`config.mk`:
```
export PLATFORM = sky130hd
export DESIGN_NAME = systolic_feeder
export DESIGN_NICKNAME = d
export VERILOG_FILES = /design/src/rtl/systolic_feeder_pkg.sv /design/src/rtl/systolic_operand_bank.sv /design/src/rtl/systolic_feeder.sv
export SDC_FILE = /design/constraint.sdc
export NUM_CORES = 1
export LEC_CHECK = 0
export BUFFER_PORTS_ARGS = -buffer_cell sky130_fd_sc_hd__buf_2
export CORE_AREA = 2 2 217 219
export DETAILED_ROUTE_END_ITERATION = 16
export DIE_AREA = 0 0 219 221
export SLEW_MARGIN = 25
export SYNTH_ARGS = -nofsm -noshare
export SYNTH_HDL_FRONTEND = slang
export SYNTH_SLANG_ARGS = --single-unit
```
`constraint.sdc`:
```
create_clock -name clk -period 6.05 [get_ports clk]
set_input_delay 0.605 -clock clk [delete_from_list [all_inputs] [get_ports clk]]
set_output_delay 0.605 -clock clk [all_outputs]
set_load 0.01 [all_outputs]
```
`src/rtl/systolic_feeder_pkg.sv`:
```
// Shared FSM encodings, default array geometry and sizing helpers for the systolic feeder.
// Latency: n/a (declarations only).
// Backpressure: n/a.
package systolic_feeder_pkg;

    typedef enum logic [1:0] {
        S_IDLE  = 2'd0,
        S_FEED  = 2'd1,
        S_DRAIN = 2'd2,
        S_DONE  = 2'd3
    } fsm_state_e;

    // Geometry shared with PE_array_dynamic
    localparam int ROW_LEN_DEF = 4;
    localparam int COL_LEN_DEF = 5;
    localparam int K_MAX_DEF   = 4;
    localparam int DW_DEF      = 8;

    // Ceiling log2, never below 1 so that index ports always have at least one bit
    function automatic int clog2(input int v);
        int r;
        r = 1;
        while ((1 << r) < v) r++;
        return r;
    endfunction

    function automatic int imax(input int a, input int b);
        return (a > b) ? a : b;
    endfunction

endpackage

```
`src/rtl/systolic_operand_bank.sv`:
```
// 2-D operand register bank: one gated write port, every entry readable combinationally.
// Latency: write lands at the clock edge; reads are asynchronous.
// Backpressure: none; writes addressed outside ROWS x COLS are dropped.
// Ports: clk; wr_en_i/wr_row_i/wr_col_i/wr_data_i write port; mem_o full array view [row][col].
module systolic_operand_bank #(
    parameter int ROWS = 4,
    parameter int COLS = 4,
    parameter int DW   = 8,
    parameter int RW   = 2,
    parameter int CW   = 2
) (
    input  logic                 clk,
    input  logic                 wr_en_i,
    input  logic [RW-1:0]        wr_row_i,
    input  logic [CW-1:0]        wr_col_i,
    input  logic signed [DW-1:0] wr_data_i,
    output logic signed [DW-1:0] mem_o [ROWS][COLS]
);

    logic signed [DW-1:0] mem_q [ROWS][COLS];

    // Contents are intentionally not reset. Matching against every legal
    // address means out-of-range addresses simply hit nothing.
    always_ff @(posedge clk) begin
        for (int r = 0; r < ROWS; r++) begin
            for (int c = 0; c < COLS; c++) begin
                if (wr_en_i && wr_row_i == RW'(r) && wr_col_i == CW'(c)) begin
                    mem_q[r][c] <= wr_data_i;
                end
            end
        end
    end

    assign mem_o = mem_q;

endmodule

```
`src/rtl/systolic_feeder.sv`:
```
// Feeds skewed A/B operands into a systolic PE array, waits for it to flush, then pulses done.
// Latency: step 0 on the buses the cycle after start is accepted; done KL+max(R,C)-1+DRAIN_CYC+1 cycles after accept.
// Backpressure: none; start and bank writes are ignored while busy.
// Ports: clk/rst_n; wr_* bank write port; k_len/start run control; busy/done status; a_bus/b_bus skewed lanes.
module systolic_feeder
    import systolic_feeder_pkg::*;
#(
    parameter int ROW_len   = ROW_LEN_DEF,
    parameter int COL_len   = COL_LEN_DEF,
    parameter int K_MAX     = K_MAX_DEF,
    parameter int DW        = DW_DEF,
    parameter int DRAIN_CYC = ROW_len + COL_len
) (
    input  logic                                      clk,
    input  logic                                      rst_n,
    input  logic                                      wr_en,
    input  logic                                      wr_sel,
    input  logic [clog2(imax(ROW_len, K_MAX))-1:0]    wr_row,
    input  logic [clog2(imax(K_MAX, COL_len))-1:0]    wr_col,
    input  logic signed [DW-1:0]                      wr_data,
    input  logic [clog2(K_MAX+1)-1:0]                 k_len,
    input  logic                                      start,
    output logic                                      busy,
    output logic                                      done,
    output logic [ROW_len*DW-1:0]                     a_bus,
    output logic [COL_len*DW-1:0]                     b_bus
);

    localparam int RW    = clog2(imax(ROW_len, K_MAX));
    localparam int CW    = clog2(imax(K_MAX, COL_len));
    localparam int KW    = clog2(K_MAX + 1);
    localparam int MAXRC = imax(ROW_len, COL_len);
    localparam int SW    = clog2(K_MAX + MAXRC + 1);
    localparam int DRW   = clog2(DRAIN_CYC + 1);

    fsm_state_e           state_q;
    logic                 busy_q, done_q;
    logic [ROW_len*DW-1:0] a_q, a_d;
    logic [COL_len*DW-1:0] b_q, b_d;
    logic [SW-1:0]        step_q;
    logic [DRW-1:0]       drain_q;
    logic [KW-1:0]        kl_q;

    logic                 idle, bank_wr;
    logic [KW-1:0]        kl_clamp, kl_cur;
    logic [SW-1:0]        t_cur;
    int                   t_int, kl_int;

    logic signed [DW-1:0] a_mem [ROW_len][K_MAX];
    logic signed [DW-1:0] b_mem [K_MAX][COL_len];

    always_comb begin
        idle     = (state_q == S_IDLE);
        bank_wr  = wr_en && idle;
        kl_clamp = (k_len > KW'(K_MAX)) ? KW'(K_MAX) : k_len;
        // In IDLE the lanes are evaluated for step 0 of the run about to start
        kl_cur   = idle ? kl_clamp : kl_q;
        t_cur    = idle ? '0 : step_q;
        t_int    = int'(t_cur);
        kl_int   = int'(kl_cur);
    end

    systolic_operand_bank #(
        .ROWS(ROW_len), .COLS(K_MAX), .DW(DW), .RW(RW), .CW(CW)
    ) u_bank_a (
        .clk       (clk),
        .wr_en_i   (bank_wr && !wr_sel),
        .wr_row_i  (wr_row),
        .wr_col_i  (wr_col),
        .wr_data_i (wr_data),
        .mem_o     (a_mem)
    );

    systolic_operand_bank #(
        .ROWS(K_MAX), .COLS(COL_len), .DW(DW), .RW(RW), .CW(CW)
    ) u_bank_b (
        .clk       (clk),
        .wr_en_i   (bank_wr && wr_sel),
        .wr_row_i  (wr_row),
        .wr_col_i  (wr_col),
        .wr_data_i (wr_data),
        .mem_o     (b_mem)
    );

    // Lane i of A carries A[i][t-i]; a write landing on the same edge as the
    // accepting start is forwarded so the run sees the new value at step 0.
    for (genvar gi = 0; gi < ROW_len; gi++) begin : g_a_lane
        logic signed [DW-1:0] lane;
        always_comb begin
            lane = '0;
            for (int k = 0; k < K_MAX; k++) begin
                if (k == t_int - gi && k < kl_int) begin
                    if (bank_wr && !wr_sel && wr_row == RW'(gi) && wr_col == CW'(k)) begin
                        lane = wr_data;
                    end else begin
                        lane = a_mem[gi][k];
                    end
                end
            end
        end
        assign a_d[(gi+1)*DW-1 -: DW] = lane;
    end

    // Lane j of B carries B[t-j][j]
    for (genvar gj = 0; gj < COL_len; gj++) begin : g_b_lane
        logic signed [DW-1:0] lane;
        always_comb begin
            lane = '0;
            for (int k = 0; k < K_MAX; k++) begin
                if (k == t_int - gj && k < kl_int) begin
                    if (bank_wr && wr_sel && wr_row == RW'(k) && wr_col == CW'(gj)) begin
                        lane = wr_data;
                    end else begin
                        lane = b_mem[k][gj];
                    end
                end
            end
        end
        assign b_d[(gj+1)*DW-1 -: DW] = lane;
    end

    always_ff @(posedge clk or negedge rst_n) begin
        if (!rst_n) begin
            state_q <= S_IDLE;
            busy_q  <= 1'b0;
            done_q  <= 1'b0;
            a_q     <= '0;
            b_q     <= '0;
            step_q  <= '0;
            drain_q <= '0;
            kl_q    <= '0;
        end else begin
            done_q <= 1'b0;
            case (state_q)
                S_IDLE: begin
                    if (start) begin
                        kl_q   <= kl_clamp;
                        busy_q <= 1'b1;
                        step_q <= SW'(1);
                        if (kl_clamp == '0) begin
                            state_q <= S_DONE;
                        end else begin
                            a_q     <= a_d;
                            b_q     <= b_d;
                            state_q <= S_FEED;
                        end
                    end
                end
                S_FEED: begin
                    // step_q is the step about to be loaded; reaching T_FEED means feeding is over
                    if (int'(step_q) == int'(kl_q) + MAXRC - 1) begin
                        a_q     <= '0;
                        b_q     <= '0;
                        drain_q <= '0;
                        state_q <= S_DRAIN;
                    end else begin
                        a_q    <= a_d;
                        b_q    <= b_d;
                        step_q <= step_q + SW'(1);
                    end
                end
                S_DRAIN: begin
                    if (drain_q == DRW'(DRAIN_CYC - 1)) begin
                        state_q <= S_DONE;
                    end else begin
                        drain_q <= drain_q + DRW'(1);
                    end
                end
                S_DONE: begin
                    // done and the busy drop appear together in the cycle after DONE
                    done_q  <= 1'b1;
                    busy_q  <= 1'b0;
                    step_q  <= '0;
                    state_q <= S_IDLE;
                end
                default: state_q <= S_IDLE;
            endcase
        end
    end

    assign busy  = busy_q;
    assign done  = done_q;
    assign a_bus = a_q;
    assign b_bus = b_q;

endmodule

```
==> flow_summary.ini <==
[status]
status = complete, no violations

[logic_synthesis]
synth_cells = 1357
synth_area_leaders = dfxtp_1 (37%), dfrtp_1 (14%), mux2_2 (13%)
synth_top_area_share_pct = 37.1
ys_types = 67
async_flop_share_pct = 23.2
synthFlopType = dfxtp_1
yosys.area.top_type = dfxtp_1
yosys_warnings = 0
synth_enable_flop_cells = 0
synth_seq_cells = 375
yosysSeqAreaShare_pct = 51.2
synth_area_um2 = 15500
synth_nets = 1387
avgSynthCellArea_um2 = 11.4

[power]
p_leak_nw = 8.36
p_total_mw = 7.19
power.internal_mw = 4.80
power_frac_clock_pct = 31.8
combPwrFrac_pct = 26.2
power_frac_seq_pct = 42.0
p_switching_mw = 2.38
swShare_pct = 33.2
peakVddDrop_mv = 0.185
cellPowerDensity_nw_per_um2 = 409

[final_layout]
layout_common_cells = dfxtp_1 (288), mux2_2 (176), inv_1 (121), mux2i_1 (114), buf_2 (93)
final_common_cell = dfxtp_1
areaGrowthSynthToFinish_pct = 13.3
finalNetCount = 1427
fin_util_pct = 38.2
stdcell_area_um2 = 17600
fill_cells = 4536
drive_gt1_share_pct = 26.3

[setup_path]
path_class = flop to flop
arrival_ns = 3.93
crit_path_max_fanout = 20
crit_required_ns = 6.47
cp-start-kind = flop
crit_path_end_kind = flop

[clock_tree]
cts_resized = 0
clk_latency_ns = 0.54
cts_tree = yes
max-clock-path-buffers = 3
htreeDepth = 2
cts.sinks = 375
root_buffer = clkbuf_16
path_clk_slew_ns = 0.06
holdBufCountCts = 0
cts_setup_buffers = 0
cts_buffers = 38

[place]
io_buffers = 94
place_hpwl_mm = 26.1
place_area_um2 = 16400
gp_congestion = 0.784

[timing]
tightest_slew_ns = 1.02
fin_skew_ns = 0.0181
fin_tns_setup_ns = 0
setup_viol = 0
maxSlewViolCount = 0
fmax_ghz = 0.285
fin_crit_sh_pct = 58.0
max-slew-margin-rel_pct = 31.5
rsz0062_at_grt = false
whs_ns = 0.0828
fin_crit_ns = 3.51
hold_viol_final = 0

[floorplanning]
die_area_um2 = 48400
start_util_pct = 33.7
core-area_um2 = 46100
num_rows = 79
die_h_um = 221
io_pins = 95
die_w_um = 219

[global_routing]
grt_max_degree = 50
antenna_found_initial = 4
grt.overflow.total = 0
grt_pass1_vias = 11084
track_usage_pct = 17.0
grt_pass1_wl_mm = 64.5

[drt]
drc = 0
dr.pass1.iters = 5
via_per_inst = 5.27
drt_wl_total_mm = 41.3
first_iter_violations = 472
vias = 10719
avgRoutedWirePerCell_um = 20.3
ant_nets = 0

[min_path]
hold_path.class = input port to async pin

[job]
cap_viol_max_count = 0
-- per-stage QoR --
stage / cells / setup WS (ns)
2_1_floorplan: 1357 / 3.17
3_3_place_gp: 1964 / 2.63
3_5_place_dp: 1964 / 2.56
4_1_cts: 2034 / 2.56
5_1_grt: 2035 / 2.22
6_report: 2035 / 2.54
-- synth_stat cells, types with 11 or more instances --
cell type / n
dfxtp_1: 288
mux2_2: 176
inv_1: 121
mux2i_1: 114
dfrtp_1: 87
nand2_1: 71
clkbuf_1: 66
o221ai_1: 56
a22o_1: 35
a32o_1: 33
a221oi_1: 31
nand2b_1: 22
o21ai_1: 22
buf_2: 21
o22a_1: 16
nand3_1: 15
nor3_1: 12
o21ai_0: 12
nor3_4: 11
-- state kept, by name (all words and copies together) (netlist names) --
name and cells:
a_bus 32, b_bus 40, busy 1, done 1
drain_q 4, kl_q 3, state_q 2, step_q 4
u_bank_a.mem_o 128, u_bank_b.mem_o 160
-- power by group through the flow --
stage	sequential (mW)	combinational (mW)	clock, mW
floorplan	3.03	1.33	0
CTS	3.02	1.89	2.33
finish	3.02	1.88	2.28
global route	3.06	2.06	2.44
global placement	3.06	1.84	0
detailed placement	3.07	1.88	0
-- per-layer routing --
metal / vias to the layer above / track usage, % / wire length (µm)
met5: - / 0 / 37
met4: 6 / 5.75 / 1120
met3: 71 / 2.96 / 1750
met2: 217 / 28.2 / 20000
met1: 5427 / 22.2 / 18400
li1: 4998 / - / -
-- final timing paths --
| check | depth (start not counted) | from | slack, ns | end |
|---|---|---|---|---|
| max | 8 | state_q[0] | 2.54 | a_bus[24] |
| min | 1 | rst_n | 0.08 | a_bus[28] |
| max reg2reg | 8 | state_q[0] | 2.54 | a_bus[24] |
| min reg2reg | 2 | u_bank_b.mem_o[89] | 0.45 | u_bank_b.mem_o[89] |
| max in group asynchronous | 2 | rst_n | 4.76 | a_bus[14] |
| min in group clk | 3 | k_len[1] | 0.34 | kl_q[1] |
-- cell families after synthesis --
family | count (synthesis) | synth area share, %
buf+inv | 219 | 5.75
xor+xnor | 3 | 0.169
compound gates | 254 | 13.6
fa+ha+maj | 9 | 0.725
mux | 293 | 20.4
flops | 375 | 51.2
simple gates | 204 | 8.27
-- final cells by class --
type | instances | area (µm²) | area share [%]
diodes | 1 | 2.50 | 0.0142
clock buffers | 61 | 1160 | 6.58
multi-input cells | 763 | 6710 | 38.1
flip-flops and latches | 375 | 7940 | 45.1
well taps | 607 | 759 | 4.32
clock inverters | 9 | 66.3 | 0.377
inverters | 121 | 454 | 2.58
repair buffers | 98 | 503 | 2.86
-- worst max-delay path, cell delays in order, from the launching register on --
cell	delay (ns)
dfrtp_1	0.41
inv_1	0.12
ha_1	0.64
nand3b_2	0.54
or2_1	0.57
nor2_4	0.46
mux2i_1	0.30
a221oi_1	0.12
a22o_1	0.24
(Power assumes the default switching activity.)
